File: config.mk
export PLATFORM = sky130hd
export DESIGN_NAME = clause_variable_scanner
export DESIGN_NICKNAME = d
export VERILOG_FILES = /design/src/rtl/clause_variable_scanner.sv
export SDC_FILE = /design/constraint.sdc
export NUM_CORES = 1
export LEC_CHECK = 0
export ABC_AREA = 1
export CORE_ASPECT_RATIO = 1.25
export CORE_MARGIN = 2
export CORE_UTILIZATION = 30
export DETAILED_ROUTE_END_ITERATION = 6
export PLACE_DENSITY = 0.55
export SYNTH_ARGS = -nofsm -noshare
export SYNTH_HDL_FRONTEND = slang
export SYNTH_SLANG_ARGS = --single-unit
File: constraint.sdc
create_clock -name in_clk -period 2.6 [get_ports in_clk]
set_input_delay 0.78 -clock in_clk [delete_from_list [all_inputs] [get_ports in_clk]]
set_output_delay 0.78 -clock in_clk [all_outputs]
set_load 0.01 [all_outputs]
File: src/rtl/clause_variable_scanner.sv
// Purpose: capture one clause's integer/boolean presence masks and stream the involved variable indices, integer first.
// Latency: a clause accepted at edge N presents its first index (or the empty-clause pulse) in cycle N+1, then one index per cycle.
// Backpressure: valid/ready on both sides; the presented index holds while in_index_ready is low; no clause is accepted while streaming.
module clause_variable_scanner #(
   parameter int MAXIMUM_BIT_WIDTH_OF_INTEGER_VARIABLE_INDEX = 2,
   parameter int MAXIMUM_BIT_WIDTH_OF_BOOLEAN_VARIABLE_INDEX = 2,
   parameter int MAXIMUM_BIT_WIDTH_OF_INTEGER_COEFFICIENT    = 4,
   parameter int MAXIMUM_BIT_WIDTH_OF_BOOLEAN_COEFFICIENT    = 2,
   localparam int IIW = MAXIMUM_BIT_WIDTH_OF_INTEGER_VARIABLE_INDEX,
   localparam int BIW = MAXIMUM_BIT_WIDTH_OF_BOOLEAN_VARIABLE_INDEX,
   localparam int CW  = MAXIMUM_BIT_WIDTH_OF_INTEGER_COEFFICIENT,
   localparam int NI  = 2 ** IIW,
   localparam int NB  = 2 ** BIW,
   localparam int IW  = (IIW > BIW) ? IIW : BIW
) (
   input  logic             in_clk,
   input  logic             in_reset_n,
   input  logic [NI*CW-1:0] in_integer_coefficients,
   input  logic [NB*2-1:0]  in_boolean_coefficients,
   input  logic             in_clause_valid,
   output logic             out_clause_ready,
   input  logic             in_abort,
   output logic [NI-1:0]    out_integer_variables,
   output logic [NB-1:0]    out_boolean_variables,
   output logic [IIW:0]     out_integer_count,
   output logic [BIW:0]     out_boolean_count,
   output logic             out_index_valid,
   input  logic             in_index_ready,
   output logic [IW-1:0]    out_index,
   output logic             out_index_is_boolean,
   output logic             out_index_last,
   output logic             out_empty_clause
);

   typedef enum logic [1:0] {IDLE, SCAN, EMPTY} state_e;

   state_e          state_q, state_d;
   logic [NI-1:0]   int_mask_q, int_mask_d, int_work_q, int_work_d;
   logic [NB-1:0]   bool_mask_q, bool_mask_d, bool_work_q, bool_work_d;
   logic [IIW:0]    int_cnt_q, int_cnt_d;
   logic [BIW:0]    bool_cnt_q, bool_cnt_d;

   logic [NI-1:0]   int_det;
   logic [NB-1:0]   bool_det;
   logic [IIW:0]    int_det_cnt;
   logic [BIW:0]    bool_det_cnt;
   logic [IW-1:0]   sel_idx;
   logic            sel_is_bool;
   logic            sel_last;
   logic [NI-1:0]   int_work_pop;
   logic [NB-1:0]   bool_work_pop;

   // Presence detection and popcount of the clause on the inputs
   always_comb begin
      int_det      = '0;
      bool_det     = '0;
      int_det_cnt  = '0;
      bool_det_cnt = '0;
      for (int i = 0; i < NI; i++) begin
         int_det[i]  = |in_integer_coefficients[i*CW +: CW];
         int_det_cnt = int_det_cnt + {{IIW{1'b0}}, int_det[i]};
      end
      for (int j = 0; j < NB; j++) begin
         bool_det[j]  = in_boolean_coefficients[2*j+1];
         bool_det_cnt = bool_det_cnt + {{BIW{1'b0}}, bool_det[j]};
      end
   end

   // Pick the lowest remaining integer bit, else the lowest remaining boolean bit;
   // x & (x-1) drops the lowest set bit, giving both the post-transfer mask and the last-flag test
   always_comb begin
      sel_idx       = '0;
      sel_is_bool   = (int_work_q == '0);
      int_work_pop  = int_work_q & (int_work_q - NI'(1));
      bool_work_pop = bool_work_q & (bool_work_q - NB'(1));
      for (int i = NI - 1; i >= 0; i--) begin
         if (!sel_is_bool && int_work_q[i]) sel_idx = IW'(i);
      end
      for (int j = NB - 1; j >= 0; j--) begin
         if (sel_is_bool && bool_work_q[j]) sel_idx = IW'(j);
      end
      if (sel_is_bool) sel_last = (bool_work_pop == '0);
      else             sel_last = (int_work_pop == '0) && (bool_work_q == '0);
   end

   // Next-state, capture and working-mask update
   always_comb begin
      state_d     = state_q;
      int_mask_d  = int_mask_q;
      bool_mask_d = bool_mask_q;
      int_cnt_d   = int_cnt_q;
      bool_cnt_d  = bool_cnt_q;
      int_work_d  = int_work_q;
      bool_work_d = bool_work_q;
      case (state_q)
         IDLE: begin
            if (!in_abort && in_clause_valid) begin
               int_mask_d  = int_det;
               bool_mask_d = bool_det;
               int_cnt_d   = int_det_cnt;
               bool_cnt_d  = bool_det_cnt;
               int_work_d  = int_det;
               bool_work_d = bool_det;
               state_d     = ((int_det == '0) && (bool_det == '0)) ? EMPTY : SCAN;
            end
         end
         SCAN: begin
            if (in_abort) begin
               int_work_d  = '0;
               bool_work_d = '0;
               state_d     = IDLE;
            end else if (in_index_ready) begin
               if (sel_is_bool) bool_work_d = bool_work_pop;
               else             int_work_d  = int_work_pop;
               if (sel_last) state_d = IDLE;
            end
         end
         default: state_d = IDLE;
      endcase
   end

   // State and clause registers
   always_ff @(posedge in_clk or negedge in_reset_n) begin
      if (!in_reset_n) begin
         state_q     <= IDLE;
         int_mask_q  <= '0;
         bool_mask_q <= '0;
         int_cnt_q   <= '0;
         bool_cnt_q  <= '0;
         int_work_q  <= '0;
         bool_work_q <= '0;
      end else begin
         state_q     <= state_d;
         int_mask_q  <= int_mask_d;
         bool_mask_q <= bool_mask_d;
         int_cnt_q   <= int_cnt_d;
         bool_cnt_q  <= bool_cnt_d;
         int_work_q  <= int_work_d;
         bool_work_q <= bool_work_d;
      end
   end

   // Outputs; index fields read zero whenever no index is presented
   always_comb begin
      out_clause_ready      = (state_q == IDLE);
      out_index_valid       = (state_q == SCAN);
      out_empty_clause      = (state_q == EMPTY) && !in_abort;
      out_index             = out_index_valid ? sel_idx : '0;
      out_index_is_boolean  = out_index_valid && sel_is_bool;
      out_index_last        = out_index_valid && sel_last;
      out_integer_variables = int_mask_q;
      out_boolean_variables = bool_mask_q;
      out_integer_count     = int_cnt_q;
      out_boolean_count     = bool_cnt_q;
   end

endmodule
==> reports/qor.csv, run 1 <==
stage,metric,value,unit
worst_setup_path,critical-path-max-stage-delay,430,ps
global_route,grt_usage,0.143,
clock_tree,cts_buffer_depth,2,
pwr,switching_share,0.404,
synthesis,yosys_register_bits,24,
place,numPortBuffers,45,
clock_tree,cts-root-buf,clkbuf_8,
pwr,p_sw,0.818,mW
global_route,grt_pass1_vias,1334,
run_status,status,completed,
finish,area_growth,46.6,%
place,numPlacedInstances,300,
synthesis,synth.largest_area_cell,dfrtp_1,
clock_tree,cts_tree,done,
routing,firstDrtPassIters,4,
pwr,ir_drop,0.558,mV
synthesis,yosysWarningCount,0,
pwr,p_total,2.02,mW
floorplanning,core-area,0.00469,mm^2
sta,setup_viol,0,
clock_tree,post_cts_buffers,0,
pwr,power_frac_seq,0.327,
synthesis,netlist_area,0.00145,mm^2
worst_setup_path,path_buf_inv,2,
clock_tree,htreeDepth,1,
floorplanning,fp-row-count,28,
synthesis,synth.avg_cell_area,7.85,um^2
synthesis,ys_types,25,
place,place_hpwl,2750,um
routing,ant_nets,0,
routing,drc_errors,0,
floorplanning,die-area,0.00539,mm^2
worst_setup_path,worstPathRequired,1820,ps
worst_setup_path,arrival,1660,ps
routing,num_vias,1380,
worst_setup_path,cp-end-kind,primary output,
place,place_congestion,0.855,
worst_setup_path,critical_path_class,input pin to primary output,
synthesis,ys.flop_type,dfrtp_1,
clock_tree,insertion_delay,260,ps
finish,final_cell_mix,"nand2_1 (57), clkdlybuf4s50_1 (41), dfrtp_1 (23)",
finish,design_area,0.00212,mm^2
sta,grt_setup_unrepaired,false,
worst_setup_path,start_kind,input pin,
routing,drtIter0Drc,72,
synthesis,synth_edf_count,0,
global_route,met2_usage,0.230,
global_route,gr-max-usage-layer,met2,
clock_tree,clkTransAtPathRegs,90,ps
finish,n_antenna_cell,0,
clock_tree,cts_num_sinks,24,
finish,stdcell_count,304,
worst_setup_path,critPathTopFamily,buffers and inverters,
pwr,pwr-share-comb,0.545,
floorplanning,die_w,66.1,um
synthesis,synth_fp_nets,221,
finish,fin_nets,282,
sta,hold_violations,0,
worst_setup_path,crit_fanout,2,
global_route,grt_max_degree,25,
finish,final_common_cell,nand2_1,
sta,max_freq,0.410,GHz
pwr,power_density,955,mW/mm^2
sta,finClkSkew,1.23,ps
routing,post_drt_wl_per_cell,11.6,um
floorplanning,ios,50,
sta,fin_crit_sh,0.938,
global_route,grtUsageMet3,0.0178,
global_route,grtUsageMet1,0.200,
sta,relSlewSlack,0.784,
floorplanning,die_h,81.6,um
routing,wl,3530,um
sta,period_needed,2440,ps
run,drv_cap,0,
global_route,antenna_found_initial,0,
sta,slew_viol_final,0,
hold_path,hold_path_class,flip-flop to flip-flop,
synthesis,seq_area_frac_synth,0.416,
sta,tightest_slew,324,ps
global_route,grt_overflow,0,
floorplanning,initial_core_util,0.308,
pwr,p_clk_frac,0.127,
pwr,internal_power,1.20,mW
place,place_area,0.00206,mm^2
worst_setup_path,critical-path-slowest-cell,clkdlybuf4s50_1,
finish,fillers,492,
synthesis,netlist_top_cells_area,"dfrtp_1 (42%), nand2_1 (15%), ha_1 (5.2%), nor2_1 (5.2%), inv_1 (4.9%)",
finish,drive_gt1_frac,0.160,
worst_setup_path,cp_cell_sequence,clkdlybuf4s50_1 > nor3_1 > dlygate4sd2_1,
synthesis,synth_top_area_frac,0.416,
routing,avgViaCountPerCell,4.54,
pwr,p_leak,1.05,nW
synthesis,synth-async-reset-ratio,1.00,
synthesis,syn_inst,184,
clock_tree,cts_inserted_buffers,3,
global_route,grt_pass1_wl,6020,um
## worst min-delay path, delay by kind of cell (launching register included)
family / cells / cell delay (ps)
flip-flops: 1 / 350
AND/OR/NAND/NOR: 2 / 110
## routing by layer
metal  wire (um)  vias up
li1            -      703
met1        1700      642
met2        1690       33
met3         118        2
met4          25        0
met5           0        -
## power by group through the flow
stage          logic (mW)  clock network [mW]  registers, mW
2_1_floorplan       0.589                   0          0.686
3_3_place_gp         1.12                   0          0.661
3_5_place_dp         1.12                   0          0.658
4_1_cts              1.11               0.269          0.662
5_1_grt              1.22               0.290          0.686
6_report             1.10               0.258          0.662
## state kept, by name, summed over array words and instances, names as in the netlist
| name | count |
|---|---|
| out_boolean_variables | 4 |
| out_boolean_count | 3 |
| int_work_q | 4 |
| state_q | 2 |
| out_integer_variables | 4 |
| bool_work_q | 4 |
| out_integer_count | 3 |
## cell type report
class                      instances  area (um^2)  share of cell area
clock buffer                       4         55.1              0.0260
inverter                          25         93.8              0.0443
multi-input combinational        133          748               0.353
sequential                        24          602               0.284
tap                               60         75.1              0.0354
timing repair buffer              58          544               0.257
## Yosys cell counts, types with 2 or more instances
master and n:
nand2_1 57, dfrtp_1 24, nor2_1 20, inv_1 19, o21ai_0 7, a21oi_1 6
ha_1 6, inv_2 6, nand3_1 6, o21ai_1 6, nand2_4 4, o22ai_1 4
nor2_4 3, buf_2 2, fa_1 2, nor2_2 2, o21ai_4 2
## cell families after synthesis
group / count (synthesis) / synth area share
and+or+nand+nor: 94 / 0.292
AOI/OAI and AO/OA: 31 / 0.141
buffers and inverters: 27 / 0.0719
DFF: 24 / 0.416
adders and majority gates: 8 / 0.0797
## through the flow
stage	utilization	hold WS (ps)	setup WS, ps	TNS [ps]
3_5_place_dp	0.438	464	-115	-199
6_report	0.451	490	162	0
2_1_floorplan	-	481	472	0
5_1_grt	0.451	509	17.3	0
3_3_place_gp	0.438	467	-104	-173
4_1_cts	0.451	496	161	0
## repair_timing
item	4_1_cts	5_1_grt
pin swaps	0	0
resized for setup	6	2
endpoints found under the hold margin	0	0
endpoints found under the setup margin	4	1
hold buffers	0	0
## worst paths after layout
kind	end	cells past startpoint	slack, ps	startpoint
worst max-delay path	out_empty_clause	3	160	in_abort
worst min-delay path	out_integer_variables[0]	2	490	out_integer_variables[0]
worst max register to register	int_work_q[3]	9	1190	state_q[1]
worst min register to register	out_integer_variables[0]	2	490	out_integer_variables[0]
max in group asynchronous	int_work_q[1]	2	1470	in_reset_n
min in group asynchronous	out_integer_count[0]	2	870	in_reset_n
Note: power is estimated with default switching activity, not from simulation.
==> run 2: changes to the inputs <==
DONT_BUFFER_PORTS = 1   (was not set)
PLACE_DENSITY = 0.42   (was 0.55)
==> reports/qor.csv, run 2 (synthesis results as in run 1) <==
stage,metric,value,unit,change
pwr,p_leak,0.806,nW,was 1.05 nW
finish,final_common_cell,nand2_1,,unchanged
floorplanning,core-area,0.00469,mm^2,unchanged
pwr,power_frac_seq,0.427,,was 0.327
place,place_congestion,0.764,,was 0.855
sta,period_needed,2360,ps,was 2440 ps
floorplanning,ios,50,,unchanged
worst_setup_path,cp-end-kind,primary output,,unchanged
worst_setup_path,r2r-start,state_q[0],,was state_q[1]
floorplanning,die_w,66.1,um,unchanged
run_status,status,completed,,unchanged
clock_tree,cts_num_sinks,24,,unchanged
sta,tightest_slew,382,ps,was 324 ps
worst_setup_path,crit_start,int_work_q[1],,was in_abort
run,drv_cap,0,,unchanged
sta,slew_viol_final,0,,unchanged
finish,stdcell_count,247,,was 304
finish,drive_gt1_frac,0.134,,was 0.160
worst_setup_path,start_kind,flip-flop,,was input pin
worst_setup_path,critical-path-slowest-cell,dfrtp_1,,was clkdlybuf4s50_1
sta,whs,200,ps,was 490 ps
pwr,p_clk_frac,0.151,,was 0.127
finish,fin_util,0.335,,was 0.451
worst_setup_path,cp_cell_sequence,nor2_2 > nand2_1 > nor2_1 > nand3_1 > a21oi_1,,was clkdlybuf4s50_1 > nor3_1 > dlygate4sd2_1
worst_setup_path,arrival,1580,ps,was 1660 ps
routing,drc_errors,0,,unchanged
worst_setup_path,crit_fanout,5,,was 2
routing,firstDrtPassIters,4,,unchanged
worst_setup_path,rr_endpoint,out_boolean_variables[0],,was int_work_q[3]
global_route,grt_max_degree,25,,unchanged
pwr,internal_power,0.917,mW,was 1.20 mW
sta,max_freq,0.424,GHz,was 0.410 GHz
clock_tree,insertion_delay,260,ps,about the same
pwr,switching_share,0.452,,was 0.404
clock_tree,cts_buffer_depth,2,,unchanged
floorplanning,die-area,0.00539,mm^2,unchanged
worst_setup_path,r2r_setup_slack,950,ps,was 1190 ps
routing,num_vias,1145,,was 1380
routing,post_drt_wl_per_cell,13.3,um,was 11.6 um
pwr,ir_drop,0.351,mV,was 0.558 mV
clock_tree,cts_inserted_buffers,3,,unchanged
sta,grt_setup_unrepaired,false,,unchanged
clock_tree,cts_tree,done,,unchanged
place,numPlacedInstances,243,,was 300
worst_setup_path,path_buf_inv,0,,was 2
clock_tree,clkTransAtPathRegs,90,ps,about the same
place,place_area,0.00152,mm^2,was 0.00206 mm^2
global_route,grt_overflow,0,,unchanged
finish,fin_nets,225,,was 282
floorplanning,fp-row-count,28,,unchanged
clock_tree,cts-root-buf,clkbuf_8,,unchanged
sta,hold_violations,0,,unchanged
finish,final_cell_mix,"nand2_1 (57), dfrtp_1 (24), nor2_1 (20)",,"was nand2_1 (57), clkdlybuf4s50_1 (41), dfrtp_1 (23)"
pwr,power_density,1060,mW/mm^2,was 955 mW/mm^2
routing,highest-signal-layer,met4,,unchanged
global_route,grt_usage,0.134,,was 0.143
routing,avgViaCountPerCell,4.64,,was 4.54
sta,setup_viol,0,,unchanged
worst_setup_path,critical_path_class,flip-flop to primary output,,was input pin to primary output
sta,relSlewSlack,0.743,,was 0.784
routing,drtIter0Drc,51,,was 72
pwr,p_sw,0.755,mW,was 0.818 mW
finish,n_antenna_cell,0,,unchanged
sta,finClkSkew,6.48,ps,was 1.23 ps
worst_setup_path,rr_worst_depth,5,,was 9
clock_tree,htreeDepth,1,,unchanged
clock_tree,post_cts_buffers,0,,unchanged
finish,area_growth,8.83,%,was 46.6%
routing,met1_length,1390,um,was 1700 um
routing,wl,3280,um,was 3530 um
global_route,antenna_found_initial,0,,unchanged
floorplanning,die_h,81.6,um,unchanged
sta,fin_crit_sh,0.907,,was 0.938
routing,ant_nets,0,,unchanged
routing,wl_met2,1610,um,was 1690 um
worst_setup_path,worstPathRequired,1820,ps,about the same
sta,setup_tns,0,ps,unchanged
worst_setup_path,cp.depth,5,,was 3
clock_tree,holdBufCountCts,0,,unchanged
finish,design_area,0.00157,mm^2,was 0.00212 mm^2
global_route,grt_pass1_wl,5510,um,was 6020 um
place,numPortBuffers,0,,was 45
clock_tree,postCtsResizedCells,0,,was 6
worst_setup_path,critical-path-max-stage-delay,430,ps,about the same
worst_setup_path,critPathTopFamily,simple AND/OR/NAND/NOR gates,,was buffers and inverters
global_route,grt_pass1_vias,1174,,was 1334
floorplanning,initial_core_util,0.308,,unchanged
place,place_hpwl,2640,um,was 2750 um
pwr,pwr-share-comb,0.422,,was 0.545
routing,dr_wl_met3,255,um,was 118 um
hold_path,hold_path_class,input pin to asynchronous set/reset pin,,was flip-flop to flip-flop
-- run 2: final cells by class --
cell class / count / area (um^2)
sequential: 24 / 601
tap: 60 / 75.1
clock buffer: 4 / 55.1
multi-input combinational: 133 / 741
fill: 533 / 3120
inverter: 25 / 93.8
timing repair buffer: 1 / 7.51
-- run 2: metal layers --
| metal | vias to the layer above | track usage |
|---|---|---|
| met4 | 0 | 0.0490 |
| met5 | - | 0 |
| met2 | 33 | 0.226 |
| li1 | 586 | - |
| met1 | 524 | 0.162 |
| met3 | 2 | 0.0370 |
-- run 2: worst max path at each step --
| stage | slack, ps | end |
|---|---|---|
| 3_5_place_dp | 370 | out_integer_count[1] |
| 2_1_floorplan | 470 | out_integer_count[1] |
| 4_1_cts | 220 | out_index_last |
| 5_1_grt | 120 | out_index_last |
| 3_3_place_gp | 380 | out_integer_count[1] |
| 6_report | 240 | out_index_last |
-- run 2: per-stage QoR --
stage / power [mW] / setup slack (ps)
after floorplan: 1.27 / 472
after global placement: 1.43 / 379
after detailed placement: 1.44 / 367
after CTS: 1.70 / 222
after global routing: 1.84 / 120
final: 1.67 / 241
-- run 2: worst register-to-register path: stages (launching register included) --
cell and delay [ps]:
dfrtp_1 460, nor2_2 320, nand2_1 320, buf_4 290, nand2_1 60, o21ai_0 80
-- run 2: power by group through the flow --
stage,Combinational (mW),Sequential (mW),Clock [mW]
after floorplan,0.589,0.686,0
after global placement,0.708,0.723,0
after detailed placement,0.716,0.722,0
after CTS,0.719,0.718,0.265
after global routing,0.815,0.744,0.281
final,0.706,0.714,0.252
